`src/rtl/spi_pkg.sv`:
```
// Shared types for the configurable SPI master: FSM encoding and per-transfer mode.
package spi_pkg;
  typedef enum logic [2:0] {IDLE, SETUP, XFER, BPORCH, DONE} state_t;
  typedef struct packed {
    logic cpol;
    logic cpha;
  } spi_mode_t;
endpackage

```
`src/rtl/spi_clk_gen.sv`:
```
// SCLK divider: free-runs 0..SCLK_DIV-1 while enabled, held at 0 otherwise.
module spi_clk_gen #(
  parameter int SCLK_DIV = 32
) (
  input  logic clk,
  input  logic rst,
  input  logic en,
  output logic sclk_ph,
  output logic lead_edge,
  output logic trail_edge
);
  localparam int HALF = SCLK_DIV / 2;
  localparam int CW   = $clog2(SCLK_DIV);

  logic [CW-1:0] cnt;

  always_ff @(posedge clk or posedge rst)
    if (rst)                   cnt <= '0;
    else if (!en || trail_edge) cnt <= '0;
    else                       cnt <= cnt + 1'b1;

  // Strobes mark the clk edge on which SCLK changes level.
  assign lead_edge  = en && (cnt == CW'(HALF - 1));
  assign trail_edge = en && (cnt == CW'(SCLK_DIV - 1));
  assign sclk_ph    = en && (cnt >= CW'(HALF));
endmodule

```
`src/rtl/spi_master_cfg.sv`:
```
// Parametrised full-duplex SPI master with per-transfer CPOL/CPHA and one-hot slave selects.
module spi_master_cfg
  import spi_pkg::*;
#(
  parameter int DATA_W    = 16,
  parameter int SCLK_DIV  = 32,
  parameter int NUM_SS    = 4,
  parameter int BP_CYCLES = 8,
  localparam int SS_W     = (NUM_SS > 1) ? $clog2(NUM_SS) : 1
) (
  input  logic              clk,
  input  logic              rst,
  input  logic              wrt,
  input  logic [DATA_W-1:0] cmd,
  input  logic [SS_W-1:0]   ss_sel,
  input  logic              cpol,
  input  logic              cpha,
  input  logic              MISO,
  output logic              SCLK,
  output logic              MOSI,
  output logic [NUM_SS-1:0] SS_n,
  output logic              busy,
  output logic              done,
  output logic [DATA_W-1:0] SPI_data_out
);
  localparam int HALF = SCLK_DIV / 2;
  localparam int TMAX = (HALF > BP_CYCLES) ? HALF : BP_CYCLES;
  localparam int TW   = $clog2(TMAX);
  localparam int BW   = $clog2(DATA_W);

  state_t            state, state_nxt;
  spi_mode_t         mode;
  logic [TW-1:0]     tmr;
  logic [BW-1:0]     bit_cnt;
  logic [DATA_W-1:0] tx_sr, rx_sr;
  logic [SS_W-1:0]   sel;
  logic [1:0]        miso_sync;
  logic              sclk_ph, lead_edge, trail_edge;
  logic              active, last_bit, smp, shf;

  spi_clk_gen #(.SCLK_DIV(SCLK_DIV)) u_clk_gen (
    .clk       (clk),
    .rst       (rst),
    .en        (state == XFER),
    .sclk_ph   (sclk_ph),
    .lead_edge (lead_edge),
    .trail_edge(trail_edge)
  );

  assign last_bit = (bit_cnt == BW'(DATA_W - 1));

  always_comb begin
    state_nxt = state;
    active    = (state == SETUP) || (state == XFER) || (state == BPORCH);
    busy      = active;
    done      = (state == DONE);
    SCLK      = mode.cpol ^ sclk_ph;
    MOSI      = active & tx_sr[DATA_W-1];
    // cpha=1 holds the MSB through the first leading edge; cpha=0 keeps the LSB after the last sample.
    smp = (state == XFER) && (mode.cpha ? trail_edge : lead_edge);
    shf = (state == XFER) && (mode.cpha ? (lead_edge && bit_cnt != '0)
                                        : (trail_edge && !last_bit));
    for (int i = 0; i < NUM_SS; i++)
      SS_n[i] = !(active && sel == SS_W'(i));
    case (state)
      IDLE:    if (wrt) state_nxt = SETUP;
      SETUP:   if (tmr == TW'(HALF - 1)) state_nxt = XFER;
      XFER:    if (trail_edge && last_bit) state_nxt = BPORCH;
      BPORCH:  if (tmr == TW'(BP_CYCLES - 1)) state_nxt = DONE;
      DONE:    state_nxt = IDLE;
      default: state_nxt = IDLE;
    endcase
  end

  always_ff @(posedge clk or posedge rst)
    if (rst) begin
      state        <= IDLE;
      mode         <= '0;
      tmr          <= '0;
      bit_cnt      <= '0;
      tx_sr        <= '0;
      rx_sr        <= '0;
      sel          <= '0;
      miso_sync    <= '0;
      SPI_data_out <= '0;
    end else begin
      state     <= state_nxt;
      miso_sync <= {miso_sync[0], MISO};
      // One timer serves both SETUP and BPORCH; it restarts on every state change.
      tmr <= (state_nxt == state && (state == SETUP || state == BPORCH)) ? tmr + 1'b1 : '0;
      if (state == IDLE && wrt) begin
        tx_sr   <= cmd;
        sel     <= ss_sel;
        mode    <= '{cpol: cpol, cpha: cpha};
        bit_cnt <= '0;
      end
      if (shf) tx_sr <= {tx_sr[DATA_W-2:0], 1'b0};
      if (smp) rx_sr <= {rx_sr[DATA_W-2:0], miso_sync[1]};
      if (state == XFER && trail_edge && !last_bit) bit_cnt <= bit_cnt + 1'b1;
      if (state == DONE) SPI_data_out <= rx_sr;
    end
endmodule
```
`config.mk`:
```
export PLATFORM = sky130hd
export DESIGN_NAME = spi_master_cfg
export DESIGN_NICKNAME = d
export VERILOG_FILES = /design/src/rtl/spi_pkg.sv /design/src/rtl/spi_clk_gen.sv /design/src/rtl/spi_master_cfg.sv
export SDC_FILE = /design/constraint.sdc
export NUM_CORES = 1
export LEC_CHECK = 0
export BUFFER_PORTS_ARGS = -buffer_cell sky130_fd_sc_hd__buf_2
export CAP_MARGIN = 20
export CORE_MARGIN = 1
export CORE_UTILIZATION = 50
export CTS_CLUSTER_SIZE = 14
export DETAILED_ROUTE_END_ITERATION = 10
export PLACE_DENSITY = 0.74
export SLEW_MARGIN = 20
export SYNTH_ARGS = -nofsm -noshare
export SYNTH_HDL_FRONTEND = slang
export SYNTH_HIERARCHICAL = 1
export SYNTH_SLANG_ARGS = --single-unit
```
`constraint.sdc`:
```
create_clock -name clk -period 2.6 [get_ports clk]
set_input_delay 0.39 -clock clk [delete_from_list [all_inputs] [get_ports clk]]
set_output_delay 0.39 -clock clk [all_outputs]
set_load 0.01 [all_outputs]
```
==> flow_summary.json <==
{
  "path_delay_family": "simple AND/OR/NAND/NOR gates",
  "antenna_found_initial": 0,
  "vias": 1953,
  "wirelength_microns": 5210,
  "maxCapViolCount": 0,
  "fp.dieArea_sq_mm": 0.00638,
  "clockRootBuffer": "clkbuf_8",
  "peakVddDrop_v": 0.000309,
  "dp_hpwl_microns": 3620,
  "p_sw_frac": 0.230,
  "grt_overflow": 0,
  "hp-class": "in -> reg",
  "fin_crit_sh": 0.935,
  "grt_start_max_net_pins": 34,
  "worstPathMaxFanout": 16,
  "slowest_delay_ns": 0.42,
  "path_cells": "ha_1 -> and3_1 -> ha_1 -> and2_2 -> nor2b_1 -> a32o_1 -> and2_2 -> a221o_2",
  "grt_pass1_vias": 1875,
  "die_x_microns": 79.9,
  "yosysMostFrequentCell": "dfrtp_1",
  "regArea_sq_mm": 0.00175,
  "p_leak_nw": 1.83,
  "avgSynthCellArea_sq_um": 12.5,
  "drtPass1Iterations": 4,
  "synth_edf_count": 0,
  "yosysTopAreaCellShare": 0.578,
  "endpoint_kind": "flip-flop",
  "rows": 27,
  "arrival_ns": 2.66,
  "clock_sinks": 70,
  "clockBufferDepth": 2,
  "layout_min_cycle_time_ns": 2.43,
  "slew_headroom": 0.540,
  "slowest_stage": "a221o_2",
  "synthToLayoutAreaGrowth_pct": 16.9,
  "track_usage": 0.188,
  "r2r_slack_ns": 0.17,
  "rsz0062_at_grt": "no",
  "p_sw_w": 0.000461,
  "start_kind": "flip-flop",
  "ant_nets": 0,
  "clk_latency_ns": 0.35,
  "final_layout_size_suffix_gt1_frac": 0.370,
  "p_int_w": 0.00155,
  "status": "completed",
  "fillers": 461,
  "skew_ns": 0.00427,
  "hold_viol": 0,
  "finalInstanceArea_sq_mm": 0.00354,
  "grt_pass1_wl_microns": 8870,
  "pwr-share-clk": 0.400,
  "setup_violations": 0,
  "critPathKind": "reg -> reg",
  "comb_power_share": 0.038,
  "synth_area_leaders": "dfrtp_1 (58%), mux2_2 (12%), a221o_1 (4.0%), and2_1 (3.7%), ha_1 (2.5%)",
  "clk_pin_slew_ns": 0.07,
  "multi_input_area_sq_mm": 0.00118,
  "viasPerCell": 5.25,
  "post_cts_buffers": 0,
  "drc": 0,
  "cts_buffers": 9,
  "synth_top_cell_by_area": "dfrtp_1",
  "fmax_mhz": 411,
  "path_buf_inv": 0,
  "drt_iter0_drc": 82,
  "synthTopCellsByCount": "dfrtp_1 (70), mux2_2 (32), and2_1 (18)",
  "io-pin-count": 48,
  "netlist_area_sq_mm": 0.00303,
  "avgRoutedWirePerCell_microns": 14.0,
  "synth-seq-cells": 70,
  "cts_tree": "done",
  "ys_seq_area_frac": 0.578,
  "antenna-diode-count": 0,
  "maxSlewViolCount": 0,
  "place_congestion": 0.806,
  "io_buffers": 47,
  "ys_warn_count": 6,
  "die_h_microns": 79.9,
  "ctsHtreeMaxLevel": 3,
  "async_reset_ff_frac": 1.00,
  "pwr-share-seq": 0.562,
  "synth_ff_type": "dfrtp_1",
  "setup_tns_ns": 0,
  "place_area_sq_mm": 0.00335,
  "initial_core_util": 0.534,
  "power.density_mw_per_mm2": 567,
  "cp.required_ns": 2.83,
  "netlist-cell-type-count": 34,
  "p_total_w": 0.00201,
  "placeableCoreArea_sq_mm": 0.00568,
  "synth_nets": 272,
  "worstMarginPinSlew_ns": 0.688,
  "finalNetCount": 325,
  "synth_cells": 242
}
[final timing paths]
check                                              to  cells after the start                       start
setup / recovery                tx_sr[15]$_DFFE_PP0P_                      8  u_clk_gen/cnt[0]$_DFF_PP0_
hold / removal                 miso_sync[0]$_DFF_PP0_                      1                        MISO
setup reg to reg                tx_sr[15]$_DFFE_PP0P_                      8  u_clk_gen/cnt[0]$_DFF_PP0_
hold reg to reg                miso_sync[1]$_DFF_PP0_                      0      miso_sync[0]$_DFF_PP0_
max in group asynchronous      miso_sync[0]$_DFF_PP0_                      4                         rst
min in group asynchronous  u_clk_gen/cnt[0]$_DFF_PP0_                      3                         rst
[layer usage]
metal  up-vias  wire, microns  GRT usage
met5         -              0          0
met4         0            119     0.0857
met3        11            239     0.0640
met2        43           2320      0.276
met1       946           2530      0.250
li1        953              -          -
[kinds of logic (layout without fill, tap and decap cells)]
family                   count (synthesis)  after routing  synth area share
buffers and inverters                   20             78            0.0343
XOR/XNOR                                 6              6            0.0173
adder cells (fa/ha/maj)                  6              6            0.0248
flip-flops                              70             70             0.578
AO/OA/AOI/OAI                           28             28            0.0756
multiplexers                            35             35             0.129
AND/OR/NAND/NOR                         77             77             0.141
[layout make-up]
cell class,count,share of cell area
sequential,70,0.495
clock inverter,5,0.00954
inverter,8,0.00848
clock buffer,11,0.0427
multi-input combinational,152,0.334
timing repair buffer,54,0.0855
tap,72,0.0254
[registers in the layout, summed over array words and instances, names as in the netlist]
name           flops
u_clk_gen/cnt      5
tmr                4
sel                2
SPI_data_out      16
state              3
rx_sr             16
bit_cnt            4
miso_sync          2
mode               2
tx_sr             16
[power groups by stage]
stage                     clock, W  sequential (W)  combinational, W
final                     0.000803         0.00113         0.0000762
after global routing      0.000877         0.00113         0.0000868
after CTS                 0.000824         0.00113         0.0000791
after detailed placement         0         0.00115         0.0000781
after global placement           0         0.00115         0.0000752
after floorplan                  0         0.00114         0.0000434
[metrics by stage]
step,worst slack [ns],util,cells,hold WS [ns]
detailed placement,0.0963,0.590,355,0.311
floorplan,0.249,-,242,0.169
global placement,0.171,0.590,355,0.315
global route,0.0885,0.624,372,0.130
finish,0.168,0.624,372,0.146
CTS,0.0868,0.624,372,0.136
[placed cells by master, fill, tap and decap left out, drive strengths merged, types with 3 or more instances in the layout]
cell / count
nor2: 11
a221o: 15
xor2: 4
nand2: 16
a21oi: 5
clkbuf: 11
mux2: 32
clkinv: 3
and2: 21
buf: 53
nand3b: 5
inv: 8
o21ai: 4
ha: 6
dfrtp: 70
mux2i: 3
nand3: 12
[what timing repair did]
action | CTS | global route
hold buffers | 1 | 0
hold endpoints to repair | 5 | 0
resized for setup | 0 | 1
endpoints found under the setup margin | 0 | 2
No activity file was read; power rests on OpenSTA's default activity.
